### config.mk
export PLATFORM = sky130hd
export DESIGN_NAME = imem_loader_flat
export DESIGN_NICKNAME = d
export VERILOG_FILES = /design/src/rtl/imem_loader_if.sv /design/src/rtl/imem_loader.sv /design/src/flat_wrapper.sv
export SDC_FILE = /design/constraint.sdc
export NUM_CORES = 1
export LEC_CHECK = 0
export CAP_MARGIN = 20
export CORE_UTILIZATION = 46
export CTS_CLUSTER_DIAMETER = 40
export DETAILED_ROUTE_END_ITERATION = 8
export PLACE_DENSITY = 0.8
export SLEW_MARGIN = 15
export SYNTH_ARGS = -nofsm -noshare
export SYNTH_HDL_FRONTEND = slang
export SYNTH_SLANG_ARGS = --single-unit
### constraint.sdc
create_clock -name clk -period 2.49 [get_ports clk]
set_input_delay 0.498 -clock clk [delete_from_list [all_inputs] [get_ports clk]]
set_output_delay 0.498 -clock clk [all_outputs]
set_load 0.01 [all_outputs]
### src/rtl/imem_loader_if.sv
// Byte-link and instruction-RAM write-port signals of the program loader.
// master = host/RAM side, slave = loader side.
interface imem_loader_if #(
  parameter int DATA_WIDTH = 32
);
  logic [7:0]            byte_data;
  logic                  byte_valid;
  logic                  byte_ready;
  logic                  wr_en;
  logic [31:0]           wr_addr;
  logic [DATA_WIDTH-1:0] wr_data;

  modport master (
    output byte_data, byte_valid,
    input  byte_ready, wr_en, wr_addr, wr_data
  );

  modport slave (
    input  byte_data, byte_valid,
    output byte_ready, wr_en, wr_addr, wr_data
  );
endinterface

### src/rtl/imem_loader.sv
// Byte-stream instruction-memory loader: packs bytes little-endian into words
// written from BASE_ADDR upward. `define LOADER_CHECKSUM_EN adds a word checksum.
module imem_loader #(
  parameter int          DATA_WIDTH = 32,
  parameter int          ADDR_WIDTH = 64,
  parameter logic [31:0] BASE_ADDR  = 32'h0040_0000
) (
  input  logic                        clk,
  input  logic                        reset,
  input  logic                        start,
  input  logic                        finish,
  imem_loader_if.slave                bus,
  output logic [$clog2(ADDR_WIDTH):0] word_count,
  output logic                        busy,
  output logic                        done,
  output logic                        full,
  output logic [31:0]                 checksum
);
  localparam int CW = $clog2(ADDR_WIDTH) + 1;
  localparam logic [CW-1:0] LAST = CW'(ADDR_WIDTH - 1);

  typedef enum logic [1:0] {IDLE, COLLECT, WRITE, DONE} state_t;

  state_t                state, state_n;
  logic [DATA_WIDTH-1:0] asm_word;
  logic [1:0]            bidx;
  logic [CW-1:0]         cnt;
  logic [31:0]           addr;
  logic                  full_q;
  logic                  fin_pend;
  logic                  clear, accept, wr_done;

  always_ff @(posedge clk or negedge reset) begin
    if (!reset) state <= IDLE;
    else        state <= state_n;
  end

  always_comb begin
    state_n = state;
    clear   = 1'b0;
    accept  = 1'b0;
    wr_done = 1'b0;
    case (state)
      IDLE, DONE: begin
        if (start) begin
          clear   = 1'b1;
          state_n = COLLECT;
        end
      end
      COLLECT: begin
        accept = bus.byte_valid;
        // A completing byte wins over finish: the word is written, then DONE via fin_pend.
        if (accept && bidx == 2'd3)            state_n = WRITE;
        else if (finish && !accept && bidx == 2'd0) state_n = DONE;
        else if (finish)                       state_n = WRITE;
      end
      WRITE: begin
        wr_done = 1'b1;
        if (cnt == LAST || fin_pend) state_n = DONE;
        else                         state_n = COLLECT;
      end
      default: state_n = IDLE;
    endcase
  end

  // asm_word is zeroed after every write, so a partial word already has zero upper bytes.
  always_ff @(posedge clk or negedge reset) begin
    if (!reset) begin
      asm_word <= '0;
      bidx     <= '0;
      cnt      <= '0;
      addr     <= BASE_ADDR;
      full_q   <= 1'b0;
      fin_pend <= 1'b0;
    end else begin
      if (clear) begin
        asm_word <= '0;
        bidx     <= '0;
        cnt      <= '0;
        addr     <= BASE_ADDR;
        full_q   <= 1'b0;
        fin_pend <= 1'b0;
      end
      if (state == COLLECT) begin
        fin_pend <= finish;
        if (accept) begin
          asm_word[{bidx, 3'b000} +: 8] <= bus.byte_data;
          bidx                          <= bidx + 2'd1;
        end
      end
      if (wr_done) begin
        cnt      <= cnt + CW'(1);
        addr     <= addr + 32'd4;
        bidx     <= '0;
        asm_word <= '0;
        if (cnt == LAST) full_q <= 1'b1;
      end
    end
  end

`ifdef LOADER_CHECKSUM_EN
  logic [31:0] csum;
  always_ff @(posedge clk or negedge reset) begin
    if (!reset)       csum <= '0;
    else if (clear)   csum <= '0;
    else if (wr_done) csum <= csum + 32'(asm_word);
  end
  assign checksum = csum;
`else
  assign checksum = '0;
`endif

  assign bus.byte_ready = (state == COLLECT);
  assign bus.wr_en      = (state == WRITE);
  assign bus.wr_addr    = addr;
  assign bus.wr_data    = asm_word;
  assign word_count     = cnt;
  assign busy           = (state == COLLECT) || (state == WRITE);
  assign done           = (state == DONE);
  assign full           = full_q;
endmodule

### src/flat_wrapper.sv
// flat-port wrapper written by rule: the top's interface ports become plain ports
module imem_loader_flat 
#(
  parameter int          DATA_WIDTH = 32,
  parameter int          ADDR_WIDTH = 64,
  parameter logic [31:0] BASE_ADDR  = 32'h0040_0000
)
  (clk, reset, start, finish, word_count, busy, done, full, checksum, bus_byte_data, bus_byte_valid, bus_byte_ready, bus_wr_en, bus_wr_addr, bus_wr_data);
  imem_loader_if #(.DATA_WIDTH(DATA_WIDTH)) bus_i ();
  input  logic clk;
  input  logic reset;
  input  logic start;
  input  logic finish;
  output logic [$clog2(ADDR_WIDTH):0] word_count;
  output logic busy;
  output logic done;
  output logic full;
  output logic [31:0] checksum;
  input wire logic [$bits(bus_i.byte_data)-1:0] bus_byte_data;
  input wire logic [$bits(bus_i.byte_valid)-1:0] bus_byte_valid;
  output wire logic [$bits(bus_i.byte_ready)-1:0] bus_byte_ready;
  output wire logic [$bits(bus_i.wr_en)-1:0] bus_wr_en;
  output wire logic [$bits(bus_i.wr_addr)-1:0] bus_wr_addr;
  output wire logic [$bits(bus_i.wr_data)-1:0] bus_wr_data;
  assign bus_i.byte_data = bus_byte_data;
  assign bus_i.byte_valid = bus_byte_valid;
  assign bus_byte_ready = bus_i.byte_ready;
  assign bus_wr_en = bus_i.wr_en;
  assign bus_wr_addr = bus_i.wr_addr;
  assign bus_wr_data = bus_i.wr_data;
  imem_loader #(.DATA_WIDTH(DATA_WIDTH), .ADDR_WIDTH(ADDR_WIDTH), .BASE_ADDR(BASE_ADDR)) u_core (.clk(clk), .reset(reset), .start(start), .finish(finish), .bus(bus_i), .word_count(word_count), .busy(busy), .done(done), .full(full), .checksum(checksum));
endmodule
Yosys cells after proc, flatten, opt, wreduce, memory -nomap -nowiden --
Index checks and enable logic that the tools add are counted. W data, S select, Z words.
Cells by class: eq/ne operators 7, reduce and logical (&&, ||, !) cells 12, shifts and indexed selects 2, muxes and demuxes 28, add/subtract/negate cells 4
Operator list (number):
- $mux W32 | 6
- $add A32 B3 Y32 const B | 1
- $bwmux W32 | 1
- $shift A8 B7 Y32 const A | 1
- $shiftx A8 B7 Y32 | 1
- $mux W2 | 9
- $mux W7 | 2
- $mux W1 | 9
- $add A7 B1 Y7 const B | 1
- $eq A7 B6 Y1 const B | 1
- $neg A5 Y7 | 1
- $eq A2 B2 Y1 const B | 3
- $pmux W2 S3 | 1
- $logic_not A2 Y1 | 2
- $ne A4 B2 Y1 const B | 1
- $reduce_bool A2 Y1 | 2
- $logic_and A1 B1 Y1 | 3
- $add A2 B1 Y2 const B | 1
- $eq A2 B1 Y1 const B | 1
- $logic_or A1 B1 Y1 | 2
- $ne A2 B2 Y1 const B | 1
- $reduce_and A2 Y1 | 1
- $reduce_or A2 Y1 | 1
- $logic_not A1 Y1 | 1
Storage, ports and cells: word-level logic and storage cells 60, input port bits 13, output and inout bits 108, bits in registers 77

Longest topological paths before layout --
Gate-level depths: netlist of the first run.
depth after elaboration 8, mapped depth 8, mapped depth without buffers 6

Worst setup path before layout of the first run --
Ideal clock, no wire load.
path kind flip-flop to flip-flop, start register u_core.state[0], end register u_core.cnt[5], in the netlist u_core.word_count[5], arrival time 1805 ps, buffers on the path 2, setup slack 589 ps, clock period less this slack 1901 ps, required time 2394 ps, setup time 96 ps, stages on the path, launching flop included 9, path through dfrtp_1 inv_1 ha_1 and2_0 nand2b_1 clkbuf_1 clkbuf_1 o211ai_1 o31ai_1
On the way: cells in the longest elaborated chain, start to end 4, elaborated cells on any way between the ends 8, those cells by class 2 x eq/ne; 3 x mux; 3 x reduce/logical
RTL lines:
- start: declaration | RTL line imem_loader.sv:24 | state_t state, state_n;
- start signal: assignment | RTL line imem_loader.sv:35 | else state <= state_n;
- $eq A2 B2 Y1 or $logic_not A2 Y1 (tied branches) | RTL line imem_loader.sv:43 | case (state)
- $reduce_or A2 Y1 | RTL line imem_loader.sv:43
- $mux W1 | RTL line imem_loader.sv:43
- $reduce_bool A2 Y1 (no line)
- end signal: assignment | RTL line imem_loader.sv:92 | cnt <= cnt + CW'(1);
- end: declaration | RTL line imem_loader.sv:27 | logic [CW-1:0] cnt;
Parallel ways exist; a longest one is shown, timed or not. A chain may end at the register's enable or synchronous reset.

Worst setup path after layout of the first run --
start register u_core.state[0], end output port bus_wr_en
On the way: cells in the longest elaborated chain, start to end 1
RTL lines:
- $eq A2 B2 Y1 | RTL line imem_loader.sv:114 | assign bus.wr_en = (state == WRITE);
- end: declaration | RTL line flat_wrapper.sv:22 | output wire logic [$bits(bus_i.wr_en)-1:0] bus_wr_en;
Every way passes these cells.

==> results of run 1 <==
power groups by stage:
stage | clock [mW] | sequential, mW | combinational, mW
finish | 1.06 | 1.49 | 1.23
floorplan | 0 | 1.53 | 0.687
detailed placement | 0 | 1.51 | 1.22
global placement | 0 | 1.50 | 1.20
CTS | 1.08 | 1.49 | 1.23
global route | 1.13 | 1.51 | 1.36
metal layers:
layer / global-route usage / vias to the layer above
met5: 0 / -
met3: 0.08374 / 8
met4: 0.05128 / 0
met2: 0.3420 / 123
met1: 0.2804 / 1491
li1: - / 1456
final cells by class:
cell class	instances	area (um2)
tap	102	127.6
sequential	75	1878
fill	669	2942
clock inverter	6	88.84
clock buffer	10	137.6
inverter	9	33.78
timing repair buffer	96	943.4
multi-input combinational	280	1697
synthesized netlist by cell type (all sizes together), types with 4 or more instances:
master	count
ha	10
and3	7
buf	37
clkbuf	8
a22oi	33
dfrtp	74
a21oi	6
nand2	49
nor2	42
nor4	4
o31ai	4
nand3	15
mux2i	24
nand4	12
inv	9
o21ai	9
sequential cells by signal (all words and copies together) (netlist names):
signal / cells
u_core.bidx: 2
u_core.word_count: 7
u_core.state: 2
u_core.bus.wr_data: 32
u_core.bus.wr_addr: 30
u_core.fin_pend: 1
u_core.full: 1
worst max path at each step:
stage                             endpoint  slack [ns]  cells past startpoint
finish                           bus_wr_en        0.18                      4
global route                     bus_wr_en        0.10                      4
CTS                              bus_wr_en        0.16                      4
detailed placement  u_core.bus.wr_data[30]        0.30                      5
global placement    u_core.bus.wr_data[29]        0.36                      5
floorplan             u_core.word_count[5]        0.59                      8
metrics by stage:
step | instances | hold WS (ns) | utilization | cell area [um2]
floorplan | 409 | 0.2024 | - | 3904
global placement | 562 | 0.4640 | 0.5963 | 4679
detailed placement | 562 | 0.4726 | 0.5963 | 4679
CTS | 578 | 0.1719 | 0.6252 | 4906
global route | 578 | 0.1762 | 0.6252 | 4906
finish | 578 | 0.1660 | 0.6252 | 4906
cell families (layout without fill, tap and decap cells):
| kind of cell | after synthesis | count (layout) | synth area share |
|---|---|---|---|
| mux | 24 | 24 | 0.06356 |
| other cells | 1 | 34 | 0.0009921 |
| fa+ha+maj | 10 | 10 | 0.03310 |
| simple gates | 145 | 145 | 0.1910 |
| flops | 75 | 75 | 0.4969 |
| xor+xnor | 5 | 5 | 0.01159 |
| compound gates | 62 | 62 | 0.1152 |
| buf+inv | 54 | 121 | 0.08772 |
==> reports/summary.log, run 1 <==
qor: critical_path.critical_path.reg2reg.startpoint u_core.state[0]
qor: yosys.synth_top_cell_area_share 0.4899
qor: grt.globalRoute.totalOverflow 0
qor: grt.grt_use_total 0.2162
qor: critical_path.worstPathCellList inv_1, ha_2, buf_4, clkdlybuf4s50_1
qor: timing.min_period 2.306 ns
qor: floorplan.fp.dieArea 0.008584 mm2
qor: yosys.synthesized_instance_count 376
qor: critical_path.cp-end-kind output pin
qor: timing.finalCritPeriodShare 0.9261
qor: final_layout.layout-drive-gt1-share 0.07563
qor: yosys.synth_seq_area_share 0.4969
qor: grt.grt_pass1_vias 2909
qor: yosys.synth.top_cells.by_area sky130_fd_sc_hd__dfrtp_1, sky130_fd_sc_hd__buf_4, sky130_fd_sc_hd__a22oi_1
qor: route.met2WireLength 4123 um
qor: floorplan.placement_rows 32
qor: clock_tree.num_clock_sinks 75
qor: yosys.yosys_most_used_dff sky130_fd_sc_hd__dfrtp_1
qor: worst_hold_path.hold_class primary input to asynchronous set/reset pin
qor: pwr.clock_power_share 0.280
qor: timing.skew 0.01026 ns
qor: pwr.switchingPower 1.325 mW
qor: critical_path.timing.reg2reg.setup_slack 0.40 ns
qor: critical_path.critPathKind register to output pin
qor: route.vias_per_cell 5.325
qor: placement.detailedPlacementHpwl 6094 um
qor: floorplan.pin_count 121
qor: yosys.ys_async_sr_fraction 1.000
qor: status.status complete, no violations
qor: timing.tightest_slew 0.7105 ns
qor: critical_path.timing.reg2reg.worst_path_depth 7
qor: grt.number_of_antenna_violations_at_the_first_check_in_global_routing 0
qor: critical_path.critical_path.slowest_cell sky130_fd_sc_hd__clkdlybuf4s50_1
qor: final_layout.flow.area_growth_from_synthesis 29.79%
qor: final_layout.num_antenna_cells 0
qor: critical_path.timing.critical_path.max_delay_family buffers and inverters
qor: timing.hold_viol 0
qor: placement.finalWeightedCongestion 0.8039
qor: critical_path.worst-endpoint-arrival 1.81 ns
qor: clock_tree.cts_tree yes
qor: timing.worst_slew_margin_rel 0.5263
qor: yosys.number_of_flops_mapped_to_enable_cells_by_yosys 0
qor: final_layout.finalNetCount 494
qor: yosys.synth_area_leader_cell sky130_fd_sc_hd__dfrtp_1
qor: timing.final.setup.tns 0 ns
qor: pwr.totalPowerFinal 3.775 mW
qor: floorplan.floorplan.die.height 92.65 um
qor: route.finalWirelength 8873 um
qor: route.firstDrtPassIters 4
qor: timing.setup_repair_after_global_routing_missed_its_margin no
qor: placement.detailedPlace.worstSlack 0.3020 ns
qor: floorplan.die_wd 92.65 um
qor: critical_path.timing.critical_path.from_type register
qor: placement.io_buffer_count 86
qor: yosys.netlist_area 0.003780 mm2
qor: clock_tree.cts_inserted_buffers 9
qor: clock_tree.post_cts_resized 0
qor: critical_path.beginning_of_the_critical_path u_core.state[0]
qor: route.met1_wirelength 3939 um
qor: route.detail_route.wl_per_cell 15.35 um
qor: clock_tree.cts_root_buf sky130_fd_sc_hd__clkbuf_8
qor: critical_path.crit_required 1.99 ns
qor: route.top_metal_used met4
qor: floorplan.core_area 0.007848 mm2
qor: yosys.synthDistinctLibCells 42
qor: route.routed-wl-met3 753 um
qor: route.route.vias.total 3078
qor: pwr.combPwrFrac 0.325
qor: pwr.proportion_of_total_power_due_to_net_switching 0.3509
qor: clock_tree.clk_pin_slew 0.08 ns
qor: yosys.avgSynthCellArea 10.05 um2
qor: pwr.power_per_cell_area 769.4 mW/mm2
qor: final_layout.layout_commonest_cell sky130_fd_sc_hd__clkdlybuf4s50_1
qor: timing.final.setup.worst_slack 0.1839 ns
qor: clock_tree.hold_buffers 0
qor: critical_path.cpPeakStageDelay 0.55 ns
qor: critical_path.critical_path_peak_fanout 11
qor: pwr.total_leakage_power 2.253 nW
qor: grt.grt_pass1_wl 14390 um
qor: route.drc 0
qor: grt.pin_count_of_the_biggest_net_entering_global_routing 76
qor: clock_tree.cts_max_level 3
qor: floorplan.start_util 0.4817
qor: timing.setup_viol 0
qor: run.max_cap_violations 0
qor: route.detail-route-antenna-nets 0
qor: clock_tree.post-cts-setup-buffer-count 0
qor: clock_tree.clock_insertion_delay_worst_skew 0.35 ns
qor: pwr.pwr-share-seq 0.395
qor: route.drt_iter0_markers 169
qor: critical_path.timing.critical_path.buf_inv 3
qor: yosys.synth-warning-count 0
qor: yosys.ys_seq_elements 75
qor: pwr.cell_internal_pwr 2.450 mW
qor: pwr.power.ir.vdd_worst 0.4909 mV
qor: clock_tree.clock_tree.buffer_depth 2
qor: timing.fmaxAchievable 433.6 MHz
qor: critical_path.regToRegEndpoint u_core.bus.wr_addr[14]
qor: final_layout.most_frequent_cells_in_the_layout sky130_fd_sc_hd__clkdlybuf4s50_1, sky130_fd_sc_hd__dfrtp_1, sky130_fd_sc_hd__nand2_1
qor: timing.slew_violations 0
Power figures use the tool's default switching activity.
==> run 2: changes to the inputs <==
- CORE_ASPECT_RATIO: default -> 0.6
- CTS_CLUSTER_SIZE: default -> 8
- RECOVER_POWER: default -> 100
==> reports/summary.log, run 2 (synthesis gave the netlist of run 1 again) <==
qor: grt.grt_pass1_vias 2850 [-2.0%]
qor: critical_path.crit_required 1.99 ns [about the same]
qor: clock_tree.clock_tree.buffer_depth 2 [unchanged]
qor: status.status complete, no violations
qor: final_layout.num_antenna_cells 0 [unchanged]
qor: clock_tree.clk_pin_slew 0.06 ns [-0.02 ns]
qor: final_layout.layout-drive-gt1-share 0.05649 [-0.01914]
qor: timing.whs 0.1538 ns [-0.01223 ns]
qor: timing.worst_slew_margin_rel 0.1401 [-0.3862]
qor: clock_tree.cts_root_buf sky130_fd_sc_hd__clkbuf_16
qor: timing.final.setup.tns 0 ns [unchanged]
qor: pwr.power.ir.vdd_worst 0.4708 mV [-4.1%]
qor: placement.dp_cells 570 [+1.4%]
qor: final_layout.stdcell_area 0.004946 mm2 [+0.82%]
qor: floorplan.fp.dieArea 0.008595 mm2 [+0.13%]
qor: timing.finalCritPeriodShare 0.9310 [+0.004900]
qor: route.finalWirelength 9372 um [+5.6%]
qor: grt.globalRoute.totalOverflow 0 [unchanged]
qor: critical_path.worst-endpoint-arrival 1.82 ns [about the same]
qor: final_layout.largest_register_ff_count 32 [unchanged]
qor: route.vias_per_cell 5.418 [+1.7%]
qor: timing.final.setup.worst_slack 0.1717 ns [-0.01220 ns]
qor: grt.pin_count_of_the_biggest_net_entering_global_routing 42 [-45%]
qor: floorplan.pin_count 121 [unchanged]
qor: clock_tree.hold_buffers 0 [unchanged]
qor: timing.min_period 2.318 ns [+0.01220 ns]
qor: route.drc 0 [unchanged]
qor: clock_tree.cts_inserted_buffers 9 [unchanged]
qor: placement.io_buffer_count 86 [unchanged]
qor: final_layout.post_layout_nonfiller_instances 586 [+1.4%]
qor: route.route.vias.total 3175 [+3.2%]
qor: grt.grt_pass1_wl 14600 um [+1.5%]
qor: floorplan.die_wd 119.0 um [+28%]
qor: timing.slew_violations 0 [unchanged]
qor: pwr.totalPowerFinal 3.977 mW [+5.4%]
qor: pwr.power_per_cell_area 804.1 mW/mm2 [+4.5%]
qor: route.firstDrtPassIters 5 [+1]
qor: critical_path.timing.critical_path.from_type register
qor: timing.fmaxAchievable 431.4 MHz [-0.53%]
qor: clock_tree.clock_insertion_delay_worst_skew 0.33 ns [-0.02 ns]
qor: critical_path.critical_path_peak_fanout 6 [-5]
qor: placement.detailedPlacementHpwl 6673 um [+9.5%]
qor: timing.skew 0.006205 ns [-0.004051 ns]
qor: placement.finalWeightedCongestion 0.8248 [+2.6%]
qor: clock_tree.num_clock_sinks 75 [unchanged]
qor: floorplan.floorplan.die.height 72.22 um [-22%]
qor: clock_tree.post-cts-setup-buffer-count 0 [unchanged]
qor: final_layout.flow.area_growth_from_synthesis 30.85%
qor: floorplan.start_util 0.4776 [-0.004036]
qor: clock_tree.cts_tree yes
qor: timing.setup_viol 0 [unchanged]
qor: timing.tightest_slew 1.290 ns [+0.5793 ns]
qor: timing.setup_repair_after_global_routing_missed_its_margin no
qor: critical_path.cp-end-kind output pin
qor: worst_hold_path.hold_class primary input to asynchronous set/reset pin
qor: timing.hold_viol 0 [unchanged]
qor: placement.detailedPlace.worstSlack 0.2145 ns [-0.08744 ns]
qor: critical_path.critPathKind register to output pin
qor: clock_tree.post_cts_resized 0 [unchanged]
qor: grt.number_of_antenna_violations_at_the_first_check_in_global_routing 0 [unchanged]
qor: route.drt_iter0_markers 205 [+21%]
qor: final_layout.most_frequent_cells_in_the_layout sky130_fd_sc_hd__dlygate4sd3_1, sky130_fd_sc_hd__dfrtp_1, sky130_fd_sc_hd__nand2_1
qor: clock_tree.cts_max_level 3 [unchanged]
qor: floorplan.core_area 0.007914 mm2 [+0.84%]
qor: grt.grt_use_total 0.2205 [+0.004259]
qor: final_layout.nFillCells 660 [-1.3%]
qor: pwr.total_leakage_power 2.511 nW [+11%]
qor: floorplan.placement_rows 25 [-22%]
qor: route.detail-route-antenna-nets 0 [unchanged]
qor: placement.post_dp_cell_area 0.004702 mm2 [+0.48%]
qor: final_layout.layout.core_utilization 0.6250 [about the same]
qor: run.max_cap_violations 0 [unchanged]
qor: final_layout.finalNetCount 496 [+0.40%]
qor: route.detail_route.wl_per_cell 15.99 um [+4.2%]
run 2: changes by cell type in the layout (fill, tap and decap cells not counted), moves of 2 or more:
cell,delta
sky130_fd_sc_hd__clkbuf_1,+8
sky130_fd_sc_hd__clkbuf_8,-8
sky130_fd_sc_hd__clkinvlp_4,-2
sky130_fd_sc_hd__clkbuf_16,+9
sky130_fd_sc_hd__dlygate4sd3_1,+74
sky130_fd_sc_hd__clkdlybuf4s50_1,-74
sky130_fd_sc_hd__buf_4,-2
run 2: area by class of cell:
type / instances / area (um2) / share of cell area
timing repair buffer: 98 / 927.1 / 0.1875
inverter: 9 / 33.78 / 0.006830
tap: 108 / 135.1 / 0.02732
sequential: 75 / 1878 / 0.3797
multi-input combinational: 280 / 1673 / 0.3382
clock buffer: 14 / 264.0 / 0.05338
clock inverter: 2 / 35.03 / 0.007083
run 2: worst max-delay path, cell delays in order (launching register included):
cell and delay [ns]:
sky130_fd_sc_hd__dfrtp_1 0.40, sky130_fd_sc_hd__inv_1 0.06, sky130_fd_sc_hd__ha_1 0.37, sky130_fd_sc_hd__inv_1 0.07
sky130_fd_sc_hd__dlygate4sd3_1 0.59
run 2: worst paths after layout:
kind | startpoint | end | slack (ns) | depth (start not counted)
worst min-delay path | reset | u_core.bus.wr_data[10] | 0.15 | 1
max in group asynchronous | reset | u_core.bus.wr_data[26] | 0.74 | 2
worst max-delay path | u_core.state[0] | busy | 0.17 | 4
worst min register to register | u_core.bus.wr_addr[31] | u_core.bus.wr_addr[31] | 0.47 | 1
min in group clk | u_core.bus.wr_addr[31] | u_core.bus.wr_addr[31] | 0.47 | 1
worst max register to register | u_core.state[0] | u_core.bus.wr_addr[27] | 0.26 | 6
run 2: per-layer routing:
layer,GRT usage,vias to the layer above,part of all wire
li1,-,1465,-
met1,0.3229,1583,0.49
met2,0.3224,117,0.45
met3,0.05031,10,0.047
met4,0.07595,0,0.011
met5,0,-,0
run 2: report_power, final:
part	internal (mW)	switching [mW]
Sequential	1.35	0.118
Clock	0.830	0.480
Combinational	0.455	0.742
Total	2.64	1.34
==> run 3: changes to the inputs <==
- clock period: 2.49 -> 2.69 ns (I/O delays scaled with it)
==> reports/summary.log, run 3 (synthesis gave the netlist of run 1 again) <==
qor: timing.worst_slew_margin_rel -0.07277 [-0.2129]
qor: floorplan.pin_count 121 [unchanged]
qor: placement.finalWeightedCongestion 0.8352 [+1.3%]
qor: route.detail-route-antenna-nets 0 [unchanged]
qor: timing.setup_repair_after_global_routing_missed_its_margin no
qor: clock_tree.cts_inserted_buffers 9 [unchanged]
qor: timing.slew_violations 31 [+31]
qor: timing.final.setup.tns 0 ns [unchanged]
qor: grt.grt_use_total 0.2289 [+0.008454]
qor: clock_tree.cts_root_buf sky130_fd_sc_hd__clkbuf_16
qor: timing.finalCritPeriodShare 0.8801
qor: clock_tree.clock_tree.buffer_depth 2 [unchanged]
qor: placement.dp_cells 569 [-0.18%]
qor: pwr.total_leakage_power 2.528 nW [+0.69%]
qor: worst_hold_path.hold_class register to register
qor: critical_path.critical_path_peak_fanout 6 [unchanged]
qor: floorplan.die_wd 119.0 um [unchanged]
qor: clock_tree.cts_max_level 3 [unchanged]
qor: placement.io_buffer_count 86 [unchanged]
qor: route.drc 0 [unchanged]
qor: pwr.power_per_cell_area 750.0 mW/mm2 [-6.7%]
qor: route.route.vias.total 3148 [-0.85%]
qor: clock_tree.clk_pin_slew 0.06 ns [about the same]
qor: floorplan.placement_rows 25 [unchanged]
qor: critical_path.critical_path.slowest_cell sky130_fd_sc_hd__dlygate4sd3_1
qor: route.vias_per_cell 5.381 [-0.68%]
qor: grt.grt_pass1_vias 2901 [+1.8%]
qor: clock_tree.num_clock_sinks 75 [unchanged]
qor: clock_tree.post-cts-setup-buffer-count 0 [unchanged]
qor: route.drt_iter0_markers 221 [+7.8%]
qor: route.firstDrtPassIters 5 [unchanged]
qor: critical_path.critPathKind register to output pin
qor: critical_path.critical_path.reg2reg.startpoint u_core.state[0]
qor: placement.detailedPlace.worstSlack 0.4823 ns [+0.2677 ns]
qor: critical_path.timing.critical_path.buf_inv 3 [unchanged]
qor: final_layout.post_layout_nonfiller_instances 585 [-0.17%]
qor: final_layout.finalNetCount 495 [-0.20%]
qor: grt.number_of_antenna_violations_at_the_first_check_in_global_routing 0 [unchanged]
qor: pwr.totalPowerFinal 3.734 mW [-6.1%]
qor: floorplan.fp.dieArea 0.008595 mm2 [unchanged]
qor: timing.skew 0.005736 ns [-0.0004686 ns]
qor: timing.fmaxAchievable 422.4 MHz
qor: final_layout.num_antenna_cells 0 [unchanged]
qor: route.finalWirelength 9488 um [+1.2%]
qor: floorplan.core_area 0.007914 mm2 [unchanged]
qor: placement.detailedPlacementHpwl 6704 um [+0.47%]
qor: timing.tightest_slew 1.609 ns [+0.3193 ns]
qor: grt.grt_pass1_wl 15200 um [+4.1%]
qor: timing.min_period 2.367 ns
qor: critical_path.crit_required 2.15 ns [+0.16 ns]
qor: floorplan.start_util 0.4776 [unchanged]
qor: route.detail_route.wl_per_cell 16.22 um [+1.4%]
qor: critical_path.cp-end-kind output pin
qor: run.max_cap_violations 1 [+1]
qor: final_layout.flow.area_growth_from_synthesis 31.71%
qor: timing.hold_viol 0 [unchanged]
qor: clock_tree.post_cts_resized 0 [unchanged]
qor: critical_path.cpPeakStageDelay 0.59 ns [about the same]
qor: clock_tree.hold_buffers 0 [unchanged]
qor: timing.final.setup.worst_slack 0.3225 ns [+0.1508 ns]
qor: grt.pin_count_of_the_biggest_net_entering_global_routing 47 [+12%]
qor: critical_path.worstPathCellList inv_1, ha_1, inv_1, dlygate4sd3_1
qor: clock_tree.clock_insertion_delay_worst_skew 0.33 ns [about the same]
qor: grt.globalRoute.totalOverflow 0 [unchanged]
qor: critical_path.worst-endpoint-arrival 1.83 ns [about the same]
qor: status.failed_checks capacitance limit, slew limit
qor: pwr.power.ir.vdd_worst 0.3210 mV [-32%]
qor: final_layout.largest_register_ff_count 32 [unchanged]
qor: worst_hold_path.min-delay-start u_core.bus.wr_addr[31]
qor: clock_tree.cts_tree yes
qor: critical_path.crit_top_cell sky130_fd_sc_hd__inv_1
qor: status.status finished, violations left
qor: floorplan.floorplan.die.height 72.22 um [unchanged]
qor: timing.setup_viol 0 [unchanged]
qor: critical_path.timing.critical_path.from_type register
qor: critical_path.timing.critical_path.max_delay_family buffers and inverters
qor: final_layout.layout-drive-gt1-share 0.06499 [+0.008504]
qor: final_layout.most_frequent_cells_in_the_layout sky130_fd_sc_hd__dlygate4sd3_1, sky130_fd_sc_hd__dfrtp_1, sky130_fd_sc_hd__nand2_1
qor: final_layout.nFillCells 636 [-3.6%]
qor: critical_path.beginning_of_the_critical_path u_core.state[0]
## run 3: worst reg2reg max path: cells and delay by family, from the launching register on
family	cells	cell delay (ns)
adder cells (fa/ha/maj)	1	0.32
multiplexers	1	0.16
flip-flops	1	0.42
AND/OR/NAND/NOR	2	0.31
buffers and inverters	3	1.01
## run 3: final timing paths
kind / slack, ns / depth (start not counted) / end
max in group asynchronous: 0.57 / 2 / u_core.bus.wr_data[30]
setup / recovery: 0.32 / 4 / busy
setup reg to reg: 0.39 / 7 / u_core.bus.wr_addr[30]
hold / removal: 0.47 / 1 / u_core.bus.wr_addr[31]
hold reg to reg: 0.47 / 1 / u_core.bus.wr_addr[31]
min in group asynchronous: 0.60 / 1 / u_core.bus.wr_data[15]
## run 3: cell type report
class	count	area (um2)	share of cell area
Sequential cell	75	1878	0.3772
Multi-Input combinational cell	280	1694	0.3403
Timing Repair Buffer	97	927.1	0.1862
Clock buffer	11	232.7	0.04675
Tap cell	108	135.1	0.02714
Clock inverter	5	77.57	0.01558
Inverter	9	33.78	0.006786
## run 3: through the flow
| step | hold WS (ns) | util | instance area, um2 |
|---|---|---|---|
| after floorplan | 0.2424 | - | 3904 |
| after global placement | 0.4635 | 0.5932 | 4695 |
| after detailed placement | 0.4729 | 0.5932 | 4695 |
| after CTS | 0.2649 | 0.6324 | 5005 |
| after global routing | 0.4961 | 0.6291 | 4979 |
| final | 0.4737 | 0.6291 | 4979 |
## run 3: per-layer routing
layer  vias to the layer above  part of all wire  wire [um]  global-route usage
met1                      1553              0.47       4470              0.3292
li1                       1458                 -          -                   -
met5                         -                 0          0                   0
met3                         8             0.062        590             0.05975
met4                         0             0.011        101             0.05907
met2                       129              0.46       4326              0.3450
## run 3: where the power goes
group          switching [mW]  internal, mW  leakage (nW)  total [mW]
clock                   0.449         0.809         0.150        1.26
sequential              0.122          1.25          1.03        1.37
combinational           0.688         0.415          1.35        1.10
